==> src/rtl/chunked_adder_sub.sv <==
// chunked_adder_sub: multi-cycle WIDTH-bit add/subtract, CHUNK bits per clock.
// Carry is held in a register between chunks; start/busy/done handshake.
module chunked_adder_sub #(
  parameter int WIDTH = 32,
  parameter int CHUNK = 8
) (
  input  logic             clk,
  input  logic             rst,
  input  logic             start,
  input  logic [WIDTH-1:0] a,
  input  logic [WIDTH-1:0] b,
  input  logic             cin,
  input  logic             sub,
  output logic             busy,
  output logic             done,
  output logic [WIDTH:0]   sum,
  output logic             cout,
  output logic             ovf,
  output logic             zero
);

  localparam int NCHUNK = WIDTH / CHUNK;
  localparam int IW = (NCHUNK > 1) ? $clog2(NCHUNK) : 1;

  typedef enum logic [1:0] {
    S_IDLE,
    S_RUN,
    S_DONE
  } state_t;

  if ((CHUNK < 1) || (CHUNK > WIDTH) || ((WIDTH % CHUNK) != 0)) begin : g_bad_param
    $error("chunked_adder_sub: WIDTH must be a multiple of CHUNK, 1<=CHUNK<=WIDTH");
  end

  state_t           r_state;
  state_t           w_next;
  logic [IW-1:0]    r_idx;
  logic [WIDTH-1:0] r_a;
  logic [WIDTH-1:0] r_b;
  logic             r_carry;
  logic [WIDTH-1:0] r_res;
  logic [WIDTH:0]   r_sum;
  logic             r_cout;
  logic             r_ovf;
  logic             r_zero;

  logic             w_accept;
  logic             w_last;
  int               w_lo;
  logic [CHUNK:0]   w_csum;
  logic [WIDTH-1:0] w_res;
  logic             w_ovf;

  assign w_accept = start && (r_state != S_RUN);
  assign w_last   = (r_idx == IW'(NCHUNK - 1));

  // One chunk of the ripple sum plus the result with that chunk merged in
  always_comb begin
    w_lo   = int'(r_idx) * CHUNK;
    w_csum = {1'b0, r_a[w_lo +: CHUNK]}
           + {1'b0, r_b[w_lo +: CHUNK]}
           + {{CHUNK{1'b0}}, r_carry};
    w_res  = r_res;
    w_res[w_lo +: CHUNK] = w_csum[CHUNK-1:0];
    w_ovf  = (r_a[WIDTH-1] == r_b[WIDTH-1])
          && (w_res[WIDTH-1] != r_a[WIDTH-1]);
  end

  // Next-state logic for IDLE -> RUN -> DONE
  always_comb begin
    w_next = r_state;
    unique case (r_state)
      S_IDLE:  if (start) w_next = S_RUN;
      S_RUN:   if (w_last) w_next = S_DONE;
      S_DONE:  w_next = start ? S_RUN : S_IDLE;
      default: w_next = S_IDLE;
    endcase
  end

  // State register
  always_ff @(posedge clk) begin
    if (rst) r_state <= S_IDLE;
    else     r_state <= w_next;
  end

  // Operand capture, per-chunk accumulation and result registers
  always_ff @(posedge clk) begin
    if (rst) begin
      r_idx   <= '0;
      r_a     <= '0;
      r_b     <= '0;
      r_carry <= 1'b0;
      r_res   <= '0;
      r_sum   <= '0;
      r_cout  <= 1'b0;
      r_ovf   <= 1'b0;
      r_zero  <= 1'b0;
    end else if (w_accept) begin
      r_idx   <= '0;
      r_a     <= a;
      r_b     <= sub ? ~b : b;
      r_carry <= sub ? ~cin : cin;
    end else if (r_state == S_RUN) begin
      r_res   <= w_res;
      r_carry <= w_csum[CHUNK];
      r_idx   <= w_last ? '0 : r_idx + IW'(1);
      if (w_last) begin
        r_sum  <= {w_csum[CHUNK], w_res};
        r_cout <= w_csum[CHUNK];
        r_ovf  <= w_ovf;
        r_zero <= (w_res == '0);
      end
    end
  end

  assign busy = (r_state == S_RUN);
  assign done = (r_state == S_DONE);
  assign sum  = r_sum;
  assign cout = r_cout;
  assign ovf  = r_ovf;
  assign zero = r_zero;

endmodule

==> config.mk <==
export PLATFORM = sky130hd
export DESIGN_NAME = chunked_adder_sub
export DESIGN_NICKNAME = d
export VERILOG_FILES = /design/src/rtl/chunked_adder_sub.sv
export SDC_FILE = /design/constraint.sdc
export NUM_CORES = 1
export LEC_CHECK = 0
export CAP_MARGIN = 10
export CORE_ASPECT_RATIO = 0.6
export CORE_UTILIZATION = 45
export CTS_BUF_LIST = sky130_fd_sc_hd__clkbuf_8
export CTS_CLUSTER_DIAMETER = 40
export DETAILED_ROUTE_END_ITERATION = 10
export PLACE_DENSITY_LB_ADDON = 0.15
export SETUP_SLACK_MARGIN = 0.1
export SLEW_MARGIN = 20
export SYNTH_ARGS = -nofsm -noshare
export SYNTH_HDL_FRONTEND = slang
export SYNTH_SLANG_ARGS = --single-unit
==> constraint.sdc <==
create_clock -name clk -period 7.1 [get_ports clk]
set_input_delay 1.42 -clock clk [delete_from_list [all_inputs] [get_ports clk]]
set_output_delay 1.42 -clock clk [all_outputs]
set_load 0.1 [all_outputs]
---- Word-level counts from Yosys, hierarchy flattened ----
Cells that the tools add are included.
word-level totals
  bits in registers ....................... 137
  latch bits .............................. 0
  memory bits (writable) .................. 0
  memory bits (read-only) ................. 0
  input bits .............................. 69
  output and inout bits ................... 38
  logic and storage cells ................. 48
  memories ................................ 0
cells by class
  add/sub/neg operators ................... 4
  multiply operators ...................... 0
  div/mod/pow operators ................... 0
  $lt $le $gt $ge ......................... 0
  eq/ne operators ......................... 8
  shift operators ......................... 4
  muxes and demuxes ....................... 10
  bitwise gates (word level) .............. 3
  reduce and logical (&&, ||, !) cells .... 9
operators with widths
  cell                                                                     count
  32-bit by 6-bit variable part select with 8-bit output                   2
  5-bit negation with 33-bit output                                        1
  8-bit by 33-bit variable shift with 32-bit output, first input constant  1
  8-bit by 33-bit variable part select with 32-bit output                  1
  32-bit bitwise mux                                                       1
  32-bit logical NOT                                                       1
  32-bit 2-to-1 mux                                                        1
  32-bit NOT                                                               1
  8-bit by 8-bit adder with 9-bit output                                   1
  9-bit by 1-bit adder with 9-bit output                                   1
  2-bit 2-to-1 mux                                                         3
  2-bit one-hot mux with 3 select lines                                    1
  2-bit equality test, second input constant                               2
  1-bit 2-to-1 mux                                                         4
  2-bit by 1-bit != test with 1-bit output, second input constant          2
  2-bit AND reduction                                                      2
  3-bit AND reduction                                                      1
  2-bit by 1-bit adder with 2-bit output, second input constant            1
  2-bit by 1-bit equality test with 1-bit output, second input constant    1
  1-bit logical AND                                                        2
  2-bit logical NOT                                                        1
  2-bit != test, second input constant                                     1
  1-bit NOT                                                                2
  2-bit nonzero test                                                       1
  other kinds (3)                                                          3

---- Logic depth before layout (Yosys ltp) ----
Gate-level depths: netlist (run 1).
  depth after elaboration ................. 7
  gate-level depth with buffers ........... 12
  depth with buffers taken out ............ 10

---- Worst setup path after synthesis (run 1) ----
Ideal clock, no wire load.
  path kind ............................... reg-to-reg
  from .................................... register r_idx[1]
  to ...................................... register r_zero, in the netlist zero
  library setup time ...................... 69 ps
  arrival time ............................ 3699 ps
  data required time ...................... 7031 ps
  setup slack ............................. 3332 ps
  stages on the path, launching flop included .. 13
  path buffers ............................ 2
  period minus slack after synthesis ...... 3768 ps
  path through ............................ dfxtp_1 -> clkbuf_1 -> clkbuf_1 -> mux4_2 -> fa_1 -> fa_1 -> a211o_1 -> a21o_1 -> a32oi_1 -> nand3_1 -> nor4_1 -> nand4_1 -> o21ai_1
on the way
  cells in the longest elaborated chain, start to end .. 6
  elaborated cells between the ends (all ways) .. 11
  classes of those cells .................. add/sub: 3; eq/ne: 1; shift: 4; mux: 1; reduce/logical: 2
ends and longest elaborated chain
  element                                                                           RTL line  text
  from (decl)                                                                       37        logic [IW-1:0] r_idx;
  from (signal assigned)                                                            106       r_idx <= w_last ? '0 : r_idx + IW'(1);
  32-bit by 6-bit variable part select with 8-bit output, on equally long branches  60, 61
  8-bit by 8-bit adder with 9-bit output                                            61        + {1'b0, r_b[w_lo +: CHUNK]}
  9-bit by 1-bit adder with 9-bit output                                            62        + {{CHUNK{1'b0}}, r_carry};
  8-bit by 33-bit variable part select with 32-bit output                           64        w_res[w_lo +: CHUNK] = w_csum[CHUNK-1:0];
  32-bit bitwise mux                                                                64
  32-bit logical NOT                                                                111       r_zero <= (w_res == '0);
  to (signal assigned)                                                              111
  to (decl)                                                                         45        logic r_zero;
Several ways; a longest one is shown, not always the timed one.
A chain may end at the register's enable or synchronous reset.

---- Worst setup path in the final report (run 1) ----
  from .................................... register r_idx[0]
  to ...................................... register r_res[30]
on the way
  cells in the longest elaborated chain, start to end .. 5
  elaborated cells between the ends (all ways) .. 8
  classes of those cells .................. add/sub: 3; shift: 4; mux: 1
ends and longest elaborated chain
  element                                                                           RTL line  text
  32-bit by 6-bit variable part select with 8-bit output, on equally long branches  60, 61
  8-bit by 8-bit adder with 9-bit output                                            61
  9-bit by 1-bit adder with 9-bit output                                            62
  8-bit by 33-bit variable part select with 32-bit output                           64
  32-bit bitwise mux *                                                              64
  to (signal assigned)                                                              104       r_res <= w_res;
  to (decl)                                                                         41        logic [WIDTH-1:0] r_res;
Every way passes the cells marked *; elsewhere a longest branch is shown, timed or not.

==> results of run 1 <==
[worst max-delay path: stages, from the launching register on]
cell and delay, ns:
dfxtp_1 0.67, buf_4 0.35, mux4_2 0.59, fa_1 0.44, fa_1 0.44, a211o_1 0.33, nand3_1 0.19, a21oi_1 0.13
nor2_1 0.58, a22oi_1 0.24, a211oi_1 0.27
[registers in the layout, indices dropped and copies added, names as in the netlist, 2 cells and up]
register  flops
r_idx         2
r_b          32
r_res        32
r_a          32
r_state       2
sum          33
[per-layer routing]
layer | GRT usage, % | up-vias | part of all wire [%]
met5 | 0 | - | 0
met4 | 6.70 | 0 | 1.3
met3 | 7.06 | 25 | 8.9
met2 | 34.7 | 227 | 41
met1 | 34.6 | 2600 | 49
li1 | - | 2691 | -
[cell type report]
class	count	area (sq um)	share of cell area, %
clock buffer	17	234	3.00
multi-input combinational	498	3300	42.3
sequential	136	2720	34.9
inverter	12	45.0	0.577
tap	192	240	3.08
timing repair buffer	112	1100	14.1
clock inverter	15	169	2.16
[stage by stage]
step / total power (W) / hold slack, ns / instances / util [%]
finish: 0.00182 / 0.457 / 982 / 57.0
global route: 0.00189 / 0.478 / 982 / 57.0
floorplan: 0.00107 / 0.433 / 704 / -
global placement: 0.00118 / 0.444 / 950 / 54.0
detailed placement: 0.00118 / 0.446 / 950 / 54.0
CTS: 0.00183 / 0.458 / 982 / 57.0
[cells by family (layout without fill, tap and decap cells)]
kind of cell	count (synthesis)	in the layout	synth area share, %
mux	17	17	5.84
xor+xnor	35	35	4.95
simple gates	238	238	16.5
compound gates	193	193	21.5
flops	136	136	42.9
fa+ha+maj	15	15	3.20
buf+inv	70	156	5.05
[synth_stat cells, types with 6 or more instances]
cell	instances	area, sq um
nor3_1	9	45.0
a22oi_1	10	75.1
inv_1	12	45.0
clkbuf_1	37	139
ha_1	13	163
a221oi_1	6	52.6
xnor2_1	33	289
nor2_1	115	432
a211oi_1	84	631
a21oi_1	47	235
o21ai_0	8	40.0
nand2_1	72	270
a32oi_1	11	96.3
nor2b_1	6	37.5
dfxtp_1	136	2720
buf_1	10	37.5
mux4_2	16	360
[power by group]
part | leakage, nW | switching [W] | internal, W
clock | 0.207 | 0.000329 | 0.000321
combinational | 1.38 | 0.000193 | 0.000139
sequential | 1.11 | 0.0000306 | 0.000806
[worst max path at each step]
stage / to / slack (ns) / depth (start not counted)
global placement: r_res[22] / 2.99 / 10
global route: r_res[30] / 2.56 / 10
finish: r_res[30] / 2.78 / 10
detailed placement: r_res[30] / 2.87 / 10
CTS: r_res[30] / 2.85 / 10
floorplan: zero / 3.33 / 12
==> out/summary.md, run 1 <==
Floorplan
- 14600 sq um — die area
- 107 — # IOs
- 46.3% — effective utilization at floorplan
- 94.0 microns — Vert. Die Dim
- 155 microns — Die Width
- 13700 sq um — area of the core
- 33 — number of cell rows

GRT
- 0 — remaining global-route overflow
- 26.7 mm — first-pass GRT wire length
- 0 — number of antenna violations at the first check in global routing
- 5040 — via count of the first global-routing pass
- 97 — pin count of the biggest net entering global routing
- 24.1% — GRT Resource Usage Total

Worst setup path
- register — kind of launch point of the worst setup path
- register — crit end category
- 19 — highest net fanout along the worst path
- 2.78 ns — Register-to-Register Setup Slack
- r_idx[0] — Worst R2R Start
- 10 — R2R cell count
- reg2reg — Worst Path Class, Setup
- r_idx[0] — startpoint of the worst setup timing path
- r_res[30] — Critical R2R Capture
- 4.66 ns — Worst EP arrival
- 7.44 ns — CP required

Clock tree
- 4 — H-tree level count
- 0 — number of resized instances in the post-cts repair step
- 0 — post-CTS setup buffer count
- 136 — CTS sink count
- 0.43 ns — clock latency of the later-clocked register in the worst-skew pair
- 2 — Max Root-Sink Buffers
- yes — CTS tree
- clkbuf_8 — CTS Root Cell
- 17 — CTS Buf Count
- 0 — # hold bufs at CTS
- 0.08 ns — clock-pin slew on the worst setup and hold paths

Cells and area
- 23.2% — synth-to-layout area growth
- dfxtp_1 — most common library cell in the layout ignoring fill and taps
- 7810 sq um — post-route cell area
- dfxtp_1, nor2_1, clkdlybuf4s50_1 — most used cells in the layout excluding fill and tap cells
- 1239 — Filler Cell Count
- 0 — final antenna diode count
- 861 — number of nets in the final layout
- 8.86% — ratio of cells with drive above 1 in the final layout

Logic synthesis
- 58 — number of distinct library cells after synthesis
- 136 — register bit count reported by yosys
- 42.9% — sequential cell area fraction in the yosys report
- dfxtp_1 — Main synth FF type
- 0 — Synthesis Warnings
- 704 — cell count after synthesis
- 0% — fraction of registers with async set/reset
- 0 — number of flops mapped to enable cells by yosys
- 9.01 sq um — Mean Syn Cell Area
- 788 — Synthesized Nets
- 6340 sq um — post-synthesis instance area

STA
- 0.0127 ns — worst-case clock skew
- 2.78 ns — final setup slack of the worst path
- 0 — final count of negative-setup-slack endpoints
- 4.32 ns — Min Clock Period, post-route
- 0 ns — setup TNS
- no — setup repair after global routing missed its margin
- 0 — fin. max-slew vios
- 0.231 GHz — maximum operating frequency
- 1.03 ns — actual slew at the worst max-slew pin
- 60.9% — share of the clock period used by the worst path after layout
- 30.9% — normalized max-slew margin
- 0 — count of final hold-check violations

Run
- 0 — maximum capacitance violations

Place
- 0.893 — gp weighted congestion
- 2.87 ns — Post-Place Worst Slack
- 7410 sq um — Placed Area
- 12.1 mm — total half-perimeter wirelength after legalization and detailed placement
- 106 — port bufs

Drt
- 343 — drt initial violations
- 5543 — via total after detailed routing
- 0 — drt drc
- 5.64 — per-cell via count in the routed design
- 5 — First-pass DRT Iterations
- 0 — antenna viol nets, final
- 17.1 mm — overall routed net length
- 17.4 microns — routed len/inst

Pwr
- 2.70 nW — leakage power total
- 233 nW/um^2 — PwrDens
- 0.132 mV — worst ir drop on vdd

Min path
- 2 — Worst Hold Path Cells
- reg2reg — Min-Delay Path Class
- r_a[21] — Hold Path Sink
- r_a[21] — critical hold path startpoint

Status
- complete, no violations — run status

(Power assumes the default switching activity.)
==> run 2, diff against run 1 <==
==> constraint.sdc (replaced) <==
create_clock -name clk -period 3.95 [get_ports clk]
set_input_delay 0.79 -clock clk [delete_from_list [all_inputs] [get_ports clk]]
set_output_delay 0.79 -clock clk [all_outputs]
set_load 0.1 [all_outputs]
==> run 2 against run 1 <==
Clock power up 83%. Register-to-register slack worse by 2.5 ns. Sequential power up 79%. Clock skew down 0.0019 ns. Critical path type unchanged. Largest cell class unchanged. Highest routed layer unchanged.
==> out/summary.md, run 2 (synthesis gave the netlist of run 1 again) <==
Drt
- 8 — First-pass DRT Iterations
- 530 — drt initial violations
- 5650 — via total after detailed routing
- 0 — antenna viol nets, final
- 17.8 microns — routed len/inst
- 0 — drt drc
- 5.75 — per-cell via count in the routed design
- 17.5 mm — overall routed net length

Floorplan
- 94.0 microns — Vert. Die Dim
- 13700 sq um — area of the core
- 33 — number of cell rows
- 155 microns — Die Width
- 107 — # IOs
- 14600 sq um — die area
- 46.3% — effective utilization at floorplan

Worst setup path
- 0.55 ns — slowest stage delay, CP
- reg2reg — Worst Path Class, Setup
- register — kind of launch point of the worst setup path
- register — crit end category
- mux4_2 -> fa_1 -> fa_1 -> a211o_1 -> a21o_1 -> a32oi_1 -> nand3_1 -> nor4_1 -> nand4_1 -> o21ai_1 — ordered list of cells on the worst path
- zero — endpoint of the worst setup timing path
- 4.03 ns — Worst EP arrival
- mux4_2 — Worst path slowest cell
- 10 — R2R cell count
- 4.34 ns — CP required
- zero — Critical R2R Capture
- r_idx[0] — Worst R2R Start
- 0.30 ns — Register-to-Register Setup Slack
- fa_1 — critical path's most frequent cell
- 4 — highest net fanout along the worst path
- r_idx[0] — startpoint of the worst setup timing path

Cells and area
- 0 — final antenna diode count
- 8.98% — ratio of cells with drive above 1 in the final layout
- 33 — Largest register FFs
- dfxtp_1, nor2_1, clkdlybuf4s50_1 — most used cells in the layout excluding fill and tap cells
- 1216 — Filler Cell Count
- 3310 sq um — area taken by multi-input logic gates
- 23.7% — synth-to-layout area growth
- 983 — Post-Layout Cell Count
- dfxtp_1 — most common library cell in the layout ignoring fill and taps
- 2720 sq um — Register Area
- 863 — number of nets in the final layout

Clock tree
- 0 — post-CTS setup buffer count
- 0 — number of resized instances in the post-cts repair step
- yes — CTS tree
- clkbuf_8 — CTS Root Cell
- 0.45 ns — clock latency of the later-clocked register in the worst-skew pair
- 0.08 ns — clock-pin slew on the worst setup and hold paths
- 4 — H-tree level count
- 0 — # hold bufs at CTS
- 17 — CTS Buf Count
- 2 — Max Root-Sink Buffers
- 136 — CTS sink count

Pwr
- 36.0% — clock power share
- 2.72 nW — leakage power total
- 28.7% — net switching fraction of the power
- 45.2% — sequential power share
- 422 nW/um^2 — PwrDens
- 0.206 mV — worst ir drop on vdd
- 18.7% — Comb power frac
- 0.000950 W — switching power total
- 0.00236 W — internal cell power

Status
- complete, no violations — run status

STA
- 0 — final count of negative-setup-slack endpoints
- 92.4% — share of the clock period used by the worst path after layout
- no — setup repair after global routing missed its margin
- 0 — count of final hold-check violations
- 0.274 GHz — maximum operating frequency
- 3.65 ns — Min Clock Period, post-route
- 0 — fin. max-slew vios
- 0.458 ns — Min Hold Slack
- 0.302 ns — final setup slack of the worst path
- 1.04 ns — actual slew at the worst max-slew pin
- 0 ns — setup TNS
- 30.5% — normalized max-slew margin
- 0.0108 ns — worst-case clock skew

GRT
- 35.7% — global routing usage on met1
- 27.9 mm — first-pass GRT wire length
- 24.9% — GRT Resource Usage Total
- 6.23% — met3 usage in global routing
- 72 — pin count of the biggest net entering global routing
- 5434 — via count of the first global-routing pass
- met2 — peak-usage layer in the global routing report
- 0 — number of antenna violations at the first check in global routing
- 36.7% — met2 GRT Util
- 0 — remaining global-route overflow

Min path
- reg2reg — Min-Delay Path Class

Run
- 0 — maximum capacitance violations

Place
- 0.948 — gp weighted congestion
- 106 — port bufs
- 0.323 ns — Post-Place Worst Slack
- 952 — placed insts
- 12.3 mm — total half-perimeter wirelength after legalization and detailed placement

[run 2: changes by cell type in the layout (fill, tap and decap cells not counted), moves of 2 or more]
cell      before  now
inv_6          4    0
clkinv_4       4    0
buf_4          7    9
clkbuf_8      17   20
inv_8          2    0
inv_1         12   14
clkinv_2       1    3
[run 2: routing by layer]
| layer | wire, microns | up-vias |
|---|---|---|
| met1 | 8540 | 2650 |
| li1 | - | 2690 |
| met4 | 314 | 0 |
| met3 | 1400 | 49 |
| met5 | 0 | - |
| met2 | 7260 | 261 |
[run 2: worst min-delay path by stage]
stage / depth (start not counted) / from / endpoint / slack (ns)
6_report: 2 / r_a[28] / r_a[28] / 0.46
5_1_grt: 2 / r_a[17] / r_a[17] / 0.47
4_1_cts: 2 / r_a[28] / r_a[28] / 0.46
3_5_place_dp: 2 / r_a[28] / r_a[28] / 0.45
3_3_place_gp: 2 / r_a[0] / r_a[0] / 0.44
2_1_floorplan: 2 / r_a[16] / r_a[16] / 0.43
[run 2: power groups by stage]
stage	logic [W]	clock network (W)	registers [W]
after global routing	0.000665	0.00126	0.00151
after floorplan	0.000402	0	0.00152
after global placement	0.000582	0	0.00152
after detailed placement	0.000600	0	0.00153
final	0.000620	0.00119	0.00150
after CTS	0.000603	0.00121	0.00150
[run 2: final cells by class]
| cell class | instances | area share, % |
|---|---|---|
| clock inverter | 11 | 1.67 |
| tap | 192 | 3.06 |
| timing repair buffer | 114 | 14.3 |
| multi-input combinational | 498 | 42.1 |
| sequential | 136 | 34.7 |
| inverter | 12 | 0.574 |
| clock buffer | 20 | 3.51 |
[run 2: critical path: cells and delay by family, from the launching register on]
| kind | cells | cell delay [ns] |
|---|---|---|
| simple gates | 3 | 0.60 |
| flops | 1 | 0.44 |
| mux | 1 | 0.55 |
| compound gates | 4 | 1.07 |
| fa+ha+maj | 2 | 0.94 |
[run 2: metrics by stage]
step / cell area (sq um) / total power, W / utilization [%]
after floorplan: 6340 / 0.00192 / -
after global placement: 7430 / 0.00211 / 54.2
after detailed placement: 7430 / 0.00213 / 54.2
after CTS: 7840 / 0.00331 / 57.2
after global routing: 7840 / 0.00344 / 57.2
final: 7840 / 0.00331 / 57.2
